[src/rtl/eth_fcs_sequencer.sv]
// Ethernet TX FCS sequencer: passes payload through, zero-pads to MIN_LEN,
// drives the external byte-wide CRC-32 engine and appends the 4-byte FCS.
module eth_fcs_sequencer #(
  parameter int unsigned MIN_LEN = 60,
  parameter int unsigned CNT_W   = 16
) (
  input  logic        i_sys_clk,
  input  logic        i_rstn,
  input  logic [7:0]  i_data,
  input  logic        i_valid,
  input  logic        i_last,
  output logic        o_ready,
  output logic [7:0]  o_data,
  output logic        o_valid,
  output logic        o_last,
  input  logic        i_ready,
  output logic [7:0]  o_crc_data,
  output logic        o_crc_en,
  output logic        o_crc_done,
  input  logic [31:0] i_crc_fcs,
  output logic        o_busy
);

  typedef enum logic [1:0] {
    ST_DATA,
    ST_PAD,
    ST_CRC_FIN,
    ST_FCS
  } state_t;

  localparam logic [CNT_W:0] MIN_LEN_W = (CNT_W + 1)'(MIN_LEN);

  state_t           state_q, state_d;
  logic [CNT_W-1:0] count_q, count_d;
  logic [31:0]      fcs_q, fcs_d;
  logic [1:0]       idx_q, idx_d;
  logic [CNT_W:0]   count_inc;
  logic             xfer;

  function automatic logic [7:0] bitrev8(input logic [7:0] b);
    logic [7:0] r;
    for (int k = 0; k < 8; k++) r[k] = b[7-k];
    return r;
  endfunction

  // NOTE: every variable gets a default before the case so no latch is inferred.
  always_comb begin
    state_d    = state_q;
    count_d    = count_q;
    fcs_d      = fcs_q;
    idx_d      = idx_q;
    o_ready    = 1'b0;
    o_valid    = 1'b0;
    o_data     = 8'h00;
    o_last     = 1'b0;
    o_crc_done = 1'b0;
    count_inc  = {1'b0, count_q} + {{CNT_W{1'b0}}, 1'b1};

    // NOTE: the DATA pass-through is gated by i_rstn so all outputs read 0 during reset.
    unique case (state_q)
      ST_DATA: begin
        o_ready = i_ready & i_rstn;
        o_valid = i_valid & i_rstn;
        o_data  = i_rstn ? i_data : 8'h00;
      end
      ST_PAD:     o_valid = 1'b1;
      ST_CRC_FIN: o_crc_done = 1'b1;
      ST_FCS: begin
        o_valid = 1'b1;
        o_data  = fcs_q[{idx_q, 3'b000} +: 8];
        o_last  = (idx_q == 2'd3);
      end
      default: ;
    endcase

    xfer = o_valid & i_ready;

    unique case (state_q)
      ST_DATA, ST_PAD: begin
        if (xfer) begin
          count_d = (&count_q) ? count_q : count_inc[CNT_W-1:0];
          if (state_q == ST_DATA && i_last) begin
            state_d = (count_inc < MIN_LEN_W) ? ST_PAD : ST_CRC_FIN;
          end else if (state_q == ST_PAD && count_inc == MIN_LEN_W) begin
            state_d = ST_CRC_FIN;
          end
          if (state_d == ST_CRC_FIN) count_d = '0;
        end
      end
      ST_CRC_FIN: begin
        // Engine register is MSB-first; the wire FCS is its inverted bit reversal.
        for (int k = 0; k < 32; k++) fcs_d[k] = ~i_crc_fcs[31-k];
        idx_d   = 2'd0;
        state_d = ST_FCS;
      end
      ST_FCS: begin
        if (xfer) begin
          idx_d = idx_q + 2'd1;
          if (idx_q == 2'd3) state_d = ST_DATA;
        end
      end
      default: state_d = ST_DATA;
    endcase
  end

  assign o_crc_en   = xfer & ((state_q == ST_DATA) | (state_q == ST_PAD));
  assign o_crc_data = bitrev8(o_data);
  assign o_busy     = (state_q != ST_DATA) | (count_q != '0);

  // NOTE: state registers use non-blocking assignments so all update together at the edge.
  always_ff @(posedge i_sys_clk or negedge i_rstn) begin
    if (!i_rstn) begin
      state_q <= ST_DATA;
      count_q <= '0;
      fcs_q   <= '0;
      idx_q   <= '0;
    end else begin
      state_q <= state_d;
      count_q <= count_d;
      fcs_q   <= fcs_d;
      idx_q   <= idx_d;
    end
  end

endmodule

[config.mk]
export PLATFORM = sky130hd
export DESIGN_NAME = eth_fcs_sequencer
export DESIGN_NICKNAME = d
export VERILOG_FILES = /design/src/rtl/eth_fcs_sequencer.sv
export SDC_FILE = /design/constraint.sdc
export NUM_CORES = 1
export LEC_CHECK = 0
export ABC_CLOCK_PERIOD_IN_PS = 3000
export BUFFER_PORTS_ARGS = -buffer_cell sky130_fd_sc_hd__clkbuf_2
export CAP_MARGIN = 20
export CORE_MARGIN = 2
export CORE_UTILIZATION = 40
export CTS_BUF_LIST = sky130_fd_sc_hd__clkbuf_16
export CTS_CLUSTER_SIZE = 12
export DETAILED_ROUTE_END_ITERATION = 8
export GPL_ROUTABILITY_DRIVEN = 0
export PLACE_DENSITY = 0.6
export SLEW_MARGIN = 15
export SYNTH_ARGS = -nofsm -noshare
export SYNTH_HDL_FRONTEND = slang
export SYNTH_SLANG_ARGS = --single-unit
[constraint.sdc]
create_clock -name i_sys_clk -period 3 [get_ports i_sys_clk]
set_input_delay 0.15 -clock i_sys_clk [delete_from_list [all_inputs] [get_ports i_sys_clk]]
set_output_delay 0.15 -clock i_sys_clk [all_outputs]
set_load 0.02 [all_outputs]
==> out/metrics.yaml, run 1 <==
tritoncts: "done"
report.final.slew_viol_count: 0
syn_nets: 395
setup_viol: 0
clk_pin_slew_worst_paths_ps: 70
ys.flop_type: "dfrtp_1"
grt_pass1_wl_um: 13200
pwr_density_cell_mw_per_mm2: 851
min_period_ps: 2880
p_leak_nw: 1.65
stdcell_area_mm2: 0.00380
maxCapViolCount: 0
fin_setup_tns_ps: 0
dp_hpwl_um: 5910
syn_to_final_growth_pct: 21.6
yosysTopAreaCellShare_pct: 41.6
ys_seq_elements: 52
wl_um: 7990
grt_setup_unrepaired: "false"
seq_power_share_pct: 36.2
hold_viol_final: 0
grt_max_degree: 58
timing.rr.start: "count_q[0]$_DFFE_PN0P_"
synth_seq_area_share_pct: 41.6
start_util_pct: 40.9
root_buffer: "clkbuf_16"
grt_pass1_vias: 2648
drt_iter0_drc: 150
status: "completed"
num_antenna_cells: 0
fin_nets: 464
period_share_pct: 96.0
crit_path_max_fanout: 8
switching_share_pct: 38.7
antenna_found_initial: 0
crit_arrival_ps: 3080
min_path_type: "input pin to flop"
wire_per_inst_um: 15.6
syn_avg_cell_area_um2: 9.14
ir_drop_mv: 0.368
reg2reg_depth: 9
critPathRequiredTime_ps: 3200
cts_buffer_depth: 2
worstSetupEndpointType: "flop"
numPortBuffers: 66
synthTopCellsByArea: "dfrtp_1 (42%), a21oi_1 (6.6%), nor2_1 (5.9%)"
clock_latency_ps: 290
synth-edff-count: 0
syn_area_mm2: 0.00313
fmax_ghz: 0.347
placed_area_mm2: 0.00362
drive_gt1_share_pct: 30.3
r2r-end: "count_q[5]$_DFFE_PN0P_"
track_usage_pct: 19.3
worstSetupPathType: "flop to flop"
vias: 2776
clock_power_share_pct: 20.4
die_y_um: 92.4
r2r_slack_ps: 120
whs_endpoint: "fcs_q[23]$_DFFE_PN0P_"
fin_util_pct: 49.7
die-area_mm2: 0.00854
switchingPower_w: 0.00125
postCtsSetupRepairBufs: 0
die_x_um: 92.4
skew_ps: 7.19
syn_inst: 342
worstHoldStart: "i_crc_fcs[8]"
first_pass_iters: 4
async_flop_share_pct: 100
drcViolationCount: 0
numCtsBuffers: 5
htree_levels: 2
coreArea_mm2: 0.00765
clock-sinks: 52
synth_cell_type_count: 59
grt-ovfl-total: 0
vias_per_cell: 5.40
p_int_w: 0.00198
hold_depth: 2
rows: 32
relSlewSlack_pct: 54.2
worst_slew_pin_slew_ps: 686
critPathLaunchType: "flop"
combPwrFrac_pct: 43.4
synth.yosys.warnings: 0
yosys.area.top_type: "dfrtp_1"
io_pins: 67
antenna_left: 0
kinds of logic (layout without fill, tap and decap cells):
family                   count (synthesis)  in the layout  synth area share [%]
adder cells (fa/ha/maj)                  8              8                  3.20
buffers and inverters                   42            112                  7.05
flip-flops                              52             52                  41.6
XOR/XNOR                                 3              3                 0.841
multiplexers                             9              9                  6.24
AND/OR/NAND/NOR                        128            128                  21.1
AO/OA/AOI/OAI                          100            100                  20.0
area by class of cell:
| type | count | area, µm² |
|---|---|---|
| tap | 102 | 128 |
| inverter | 10 | 37.5 |
| clock buffer | 5 | 125 |
| clock inverter | 3 | 42.5 |
| fill | 727 | 3850 |
| sequential | 52 | 1300 |
| multi-input combinational | 248 | 1620 |
| timing repair buffer | 94 | 541 |
sequential cells by signal, indices dropped and copies added, names as in the netlist:
signal,cells
fcs_q,32
count_q,16
idx_q,2
state_q,2
synth_stat cells, types with 3 or more instances:
library cell  count
dfrtp_1          52
nor2_1           49
a21oi_1          41
nand2_1          25
o21ai_0          14
clkbuf_1         11
inv_1            10
buf_4             9
a22oi_1           8
ha_1              8
mux4_2            8
nand3_1           6
nor4_1            6
and2_1            5
nand4_1           5
o21ai_1           5
or3_1             5
buf_1             4
nor3_1            4
a211o_1           3
a311oi_1          3
and3_1            3
buf_2             3
buf_6             3
o31ai_1           3
metal layers:
metal / routed length [µm] / vias to the layer above / GRT usage [%]
met5: 0 / - / 0
met1: 3780 / 1309 / 28.6
met4: 53 / 0 / 4.85
li1: - / 1381 / -
met2: 3730 / 82 / 29.3
met3: 435 / 4 / 3.50
worst max path at each step:
stage,end,depth (start not counted),start
5_1_grt,count_q[5]$_DFFE_PN0P_,8,count_q[1]$_DFFE_PN0P_
3_5_place_dp,count_q[5]$_DFFE_PN0P_,8,count_q[0]$_DFFE_PN0P_
3_3_place_gp,count_q[5]$_DFFE_PN0P_,8,count_q[0]$_DFFE_PN0P_
4_1_cts,count_q[8]$_DFFE_PN0P_,9,count_q[0]$_DFFE_PN0P_
2_1_floorplan,count_q[5]$_DFFE_PN0P_,10,count_q[1]$_DFFE_PN0P_
6_report,count_q[5]$_DFFE_PN0P_,9,count_q[0]$_DFFE_PN0P_
worst max-delay path: stages, from the launching register on:
cell     delay (ps)
dfrtp_2         410
ha_1            230
buf_4           140
and3_1          210
nand4_1         150
xnor2_1          80
or4_4           550
or4_4           600
and2_4          220
o31ai_2         210
power groups by stage:
stage	combinational [W]	clock, W	sequential [W]
after floorplan	0.00103	0	0.00110
after global placement	0.00138	0	0.00118
after detailed placement	0.00139	0	0.00119
after CTS	0.00140	0.000669	0.00118
after global routing	0.00156	0.000693	0.00121
final	0.00140	0.000659	0.00117
per-stage QoR:
step | power, W | setup WS (ps) | std cells | hold WS [ps]
CTS | 0.00324 | 80.3 | 514 | 17.8
finish | 0.00323 | 119 | 514 | 20.6
global route | 0.00347 | 12.0 | 514 | 26.6
floorplan | 0.00213 | -0.878 | 342 | -146
detailed placement | 0.00258 | 32.0 | 506 | 326
global placement | 0.00256 | 80.2 | 506 | 323
cell usage in the layout (no fill, tap or decap), types with 6 or more instances in the layout:
cell and n:
nor2_1 49, a21oi_1 41, ha_1 7, nand3_1 6, nand2_1 25, inv_1 10, mux4_2 8, clkbuf_2 66
o21ai_0 14, buf_4 28, a22oi_1 8, dfrtp_1 51
what timing repair did:
action	in CTS	in global routing
resized for setup	1	1
endpoints found under the setup margin	1	4
hold buffers	0	0
Power figures use the tool's default switching activity.
==> run 2, diff against run 1 <==
--- a/config.mk
+++ b/config.mk
@@ -9,12 +9,13 @@
 export BUFFER_PORTS_ARGS = -buffer_cell sky130_fd_sc_hd__clkbuf_2
 export CAP_MARGIN = 20
 export CORE_MARGIN = 2
-export CORE_UTILIZATION = 40
+export CORE_UTILIZATION = 49
 export CTS_BUF_LIST = sky130_fd_sc_hd__clkbuf_16
 export CTS_CLUSTER_SIZE = 12
 export DETAILED_ROUTE_END_ITERATION = 8
 export GPL_ROUTABILITY_DRIVEN = 0
-export PLACE_DENSITY = 0.6
+export GPL_TIMING_DRIVEN = 1
+export PLACE_DENSITY = 0.72
 export SLEW_MARGIN = 15
 export SYNTH_ARGS = -nofsm -noshare
 export SYNTH_HDL_FRONTEND = slang
==> out/metrics.yaml, run 2 (synthesized netlist as in run 1, its figures left out) <==
relSlewSlack_pct: 55.7
num_antenna_cells: 0
pwr_density_cell_mw_per_mm2: 831
setup_slack_ps: 67.7
io_pins: 67
min_path_type: "input pin to asynchronous set/reset pin"
largest_reg_flops: 32
dp_hpwl_um: 5860
p_leak_nw: 1.65
rows: 29
worstSetupEndpointType: "flop"
period_share_pct: 97.7
die_y_um: 83.9
vias_per_cell: 5.94
start_util_pct: 50.1
regMostFlops: "fcs_q"
drcViolationCount: 0
grt_max_degree: 58
die_x_um: 83.9
ir_drop_mv: 0.497
worst_slew_pin_slew_ps: 665
antenna_left: 0
fin_util_pct: 60.2
tritoncts: "done"
vias: 2900
clock-sinks: 52
skew_ps: 1.76
die-area_mm2: 0.00703
wl_um: 8010
coreArea_mm2: 0.00624
grt_pass1_wl_um: 13100
fin_total_pwr_w: 0.00312
setup_viol: 0
root_buffer: "clkbuf_16"
fmax_ghz: 0.341
clock_latency_ps: 280
drive_gt1_share_pct: 30.4
crit_path_max_fanout: 8
final_cell_mix: "clkbuf_2 (66), dfrtp_1 (51), nor2_1 (49)"
min_period_ps: 2930
grt_pass1_vias: 2793
fin_nets: 463
syn_to_final_growth_pct: 20.1
htree_levels: 2
layout_commonest_cell: "clkbuf_2"
wire_per_inst_um: 16.4
numCtsBuffers: 5
antenna_found_initial: 0
track_usage_pct: 23.0
dp_worst_setup_slack_ps: -4.61
hold_viol_final: 0
crit_arrival_ps: 3120
drt_iter0_drc: 194
critPathRequiredTime_ps: 3190
cts_buffer_depth: 2
clk_pin_slew_worst_paths_ps: 60
maxCapViolCount: 0
worstSetupPathType: "flop to flop"
postCtsSetupRepairBufs: 0
grt-ovfl-total: 0
largestRegisters: "fcs_q x32, count_q x16"
first_pass_iters: 5
numPortBuffers: 66
report.final.slew_viol_count: 0
status: "completed"
critPathLaunchType: "flop"
==> run 2: cell types whose count changed in the layout (fill, tap and decap cells not counted) <==
cell,change
clkinv_2,+2
ha_1,-1
o41ai_4,+1
o41ai_2,-1
nor4_4,+1
bufinv_16,-1
nor4_2,-1
clkinv_4,-1
buf_4,-1
ha_2,+1
==> run 2: timing repair <==
item / 4_1_cts / 5_1_grt
gates resized for setup: 1 / 4
endpoints found under the setup margin: 1 / 10
hold buffers: 0 / 0
==> run 2: per-stage QoR <==
step	std cells	hold slack (ps)	instance area [µm²]	setup TNS, ps
final	488	19.7	3750	0
after floorplan	342	-146	3130	-0.878
after CTS	488	21.6	3720	0
after detailed placement	480	325	3580	-4.61
after global routing	488	14.1	3750	-5.55
after global placement	480	323	3580	0
==> run 2: worst paths after layout <==
| path | slack [ps] | startpoint | end | cells past startpoint |
|---|---|---|---|---|
| setup reg to reg | 70 | count_q[0]$_DFFE_PN0P_ | count_q[5]$_DFFE_PN0P_ | 8 |
| max in group asynchronous | 2520 | i_rstn | count_q[0]$_DFFE_PN0P_ | 2 |
| hold / removal | 20 | i_rstn | count_q[1]$_DFFE_PN0P_ | 2 |
| hold reg to reg | 500 | fcs_q[18]$_DFFE_PN0P_ | fcs_q[18]$_DFFE_PN0P_ | 2 |
| min in group i_sys_clk | 30 | i_crc_fcs[15] | fcs_q[16]$_DFFE_PN0P_ | 2 |
| setup / recovery | 70 | count_q[0]$_DFFE_PN0P_ | count_q[5]$_DFFE_PN0P_ | 8 |
==> run 2: cell type report <==
cell class	instances	area (µm²)
timing repair buffer	93	533
clock inverter	3	13.8
sequential	52	1300
clock buffer	5	125
multi-input combinational	248	1650
fill	555	2490
inverter	10	37.5
tap	77	96.3
==> run 2: report_power, final <==
| part | leakage [nW] | switching, W | internal (W) |
|---|---|---|---|
| combinational | 0.978 | 0.000775 | 0.000631 |
| clock | 0.0710 | 0.000242 | 0.000304 |
| sequential | 0.606 | 0.000216 | 0.000954 |
==> run 2: metal layers <==
layer	wire length (µm)	vias to the layer above	part of all wire [%]	GRT usage (%)
met5	0	-	0	0
met4	124	0	1.5	9.09
met3	644	17	8.0	4.85
met2	3790	150	47	35.9
met1	3450	1369	43	31.7
li1	-	1364	-	-
==> run 2: critical path, stage by stage (launching register included) <==
cell and delay (ps):
dfrtp_2 360, ha_2 200, nand3_2 120, nor4_4 200, mux2_4 340, or4_4 590, or4_4 600, and2_4 220
o31ai_2 220
==> run 3, diff against run 2 <==
--- a/config.mk
+++ b/config.mk
@@ -8,8 +8,10 @@
 export ABC_CLOCK_PERIOD_IN_PS = 3000
 export BUFFER_PORTS_ARGS = -buffer_cell sky130_fd_sc_hd__clkbuf_2
 export CAP_MARGIN = 20
+export CELL_PAD_IN_SITES_DETAIL_PLACEMENT = 1
+export CELL_PAD_IN_SITES_GLOBAL_PLACEMENT = 1
 export CORE_MARGIN = 2
-export CORE_UTILIZATION = 49
+export CORE_UTILIZATION = 37
 export CTS_BUF_LIST = sky130_fd_sc_hd__clkbuf_16
 export CTS_CLUSTER_SIZE = 12
 export DETAILED_ROUTE_END_ITERATION = 8
==> out/metrics.yaml, run 3 (synthesized netlist as in run 1, its figures left out) <==
ir_drop_mv: 0.304
root_buffer: "clkbuf_16"
skew_ps: 4.86
worst_slew_pin_slew_ps: 679
drcViolationCount: 0
worstSetupEndpointType: "flop"
worstSetupPathType: "flop to flop"
antenna_found_initial: 0
worstHoldStart: "i_crc_fcs[1]"
critPathTopFamily: "simple AND/OR/NAND/NOR gates"
largest_reg_flops: 32
die_y_um: 95.9
fin_nets: 463
crit_start: "count_q[0]$_DFFE_PN0P_"
largestRegisters: "fcs_q x32, count_q x16"
postCtsSetupRepairBufs: 0
timing.rr.start: "count_q[0]$_DFFE_PN0P_"
p_leak_nw: 1.66
fillCellCount: 969
layout_commonest_cell: "clkbuf_2"
grt_pass1_vias: 3024
min_path_type: "input pin to flop"
placed_area_mm2: 0.00362
die_x_um: 95.9
crit_path_top_delay_cell: "or4_4"
regMostFlops: "fcs_q"
hold_viol_final: 0
drt_iter0_drc: 151
hold_ws_ps: 17.4
grt_pass1_wl_um: 15400
clk_pin_slew_worst_paths_ps: 70
start_util_pct: 38.0
critPathRequiredTime_ps: 3210
crit_arrival_ps: 3130
cts_buffer_depth: 2
setup_viol: 0
wl_um: 9420
num_antenna_cells: 0
numPortBuffers: 66
first_pass_iters: 4
htree_levels: 2
pwr_density_cell_mw_per_mm2: 854
antenna_left: 0
rows: 33
critPathMaxStageDelay_ps: 620
tritoncts: "done"
min_period_ps: 2930
crit_path_max_fanout: 9
track_usage_pct: 22.2
wire_per_inst_um: 18.3
dp_hpwl_um: 6880
syn_to_final_growth_pct: 22.5
critPathLaunchType: "flop"
vias_per_cell: 5.51
die-area_mm2: 0.00920
drive_gt1_share_pct: 31.1
clock-sinks: 52
grt_max_degree: 58
stdcell_area_mm2: 0.00383
clock_latency_ps: 290
worst-path-buf-inv: 1
period_share_pct: 97.5
final_cell_mix: "clkbuf_2 (66), dfrtp_1 (51), nor2_1 (49)"
relSlewSlack_pct: 54.7
coreArea_mm2: 0.00822
maxCapViolCount: 0
fin_total_pwr_w: 0.00327
fmax_ghz: 0.342
grt-ovfl-total: 0
numCtsBuffers: 5
report.final.slew_viol_count: 0
path_cells: "ha_2 > buf_4 > and3_4 > nand4_1 > xnor2_1 > or4_4 > or4_4 > and2_4 > o31ai_2"
status: "completed"
io_pins: 67
worst_path_most_repeated_cell: "or4_4"
vias: 2843
-- run 3: cell count changes in the layout (fill, tap and decap cells not counted) --
cell	previous run	this run
clkinvlp_4	0	1
clkinv_1	1	0
bufinv_16	0	1
and3_1	3	2
and3_4	0	1
a311oi_1	3	2
clkinv_2	2	1
a311oi_2	0	1
-- run 3: what timing repair did --
| item | in CTS | in global routing |
|---|---|---|
| resized for setup | 2 | 5 |
| pin swaps | 0 | 1 |
| hold buffers | 0 | 0 |
| endpoints found under the setup margin | 3 | 4 |
-- run 3: metrics by stage --
stage	utilization (%)	instances	setup TNS, ps	setup WS, ps
2_1_floorplan	-	342	-0.878	-0.878
3_3_place_gp	44.0	508	0	70.7
3_5_place_dp	44.0	508	-9.04	-9.04
4_1_cts	46.2	516	0	85.9
5_1_grt	46.6	516	-23.4	-23.4
6_report	46.6	516	0	74.7
-- run 3: final timing paths --
| path | to | slack, ps | cells past startpoint |
|---|---|---|---|
| max | count_q[5]$_DFFE_PN0P_ | 70 | 9 |
| min in group asynchronous | count_q[2]$_DFFE_PN0P_ | 80 | 2 |
| min reg2reg | fcs_q[26]$_DFFE_PN0P_ | 490 | 2 |
| min | fcs_q[30]$_DFFE_PN0P_ | 20 | 2 |
| max in group asynchronous | count_q[0]$_DFFE_PN0P_ | 2450 | 2 |
| max reg2reg | count_q[5]$_DFFE_PN0P_ | 70 | 9 |
-- run 3: area by class of cell --
type | count | area, µm² | share of cell area (%)
tap | 105 | 131 | 3.43
multi-input combinational | 248 | 1660 | 43.3
clock buffer | 5 | 125 | 3.27
clock inverter | 3 | 42.5 | 1.11
timing repair buffer | 93 | 533 | 13.9
inverter | 10 | 37.5 | 0.980
sequential | 52 | 1300 | 34.0
-- run 3: layer usage --
layer  vias to the layer above  track usage [%]  part of all wire, %
met4                         0             8.21                  1.7
li1                       1373                -                    -
met1                      1393             29.7                   46
met5                         -                0                    0
met2                        66             36.0                   49
met3                        11             4.15                  3.9
-- run 3: power by group --
group / switching [W] / internal [W]
Clock: 0.000263 / 0.000392
Sequential: 0.000222 / 0.000953
Combinational: 0.000808 / 0.000632
-- run 3: worst register-to-register path: stages, from the launching register on --
cell,delay (ps)
dfrtp_2,370
ha_2,190
buf_4,160
and3_4,200
nand4_1,150
xnor2_1,170
or4_4,570
or4_4,620
and2_4,220
o31ai_2,200
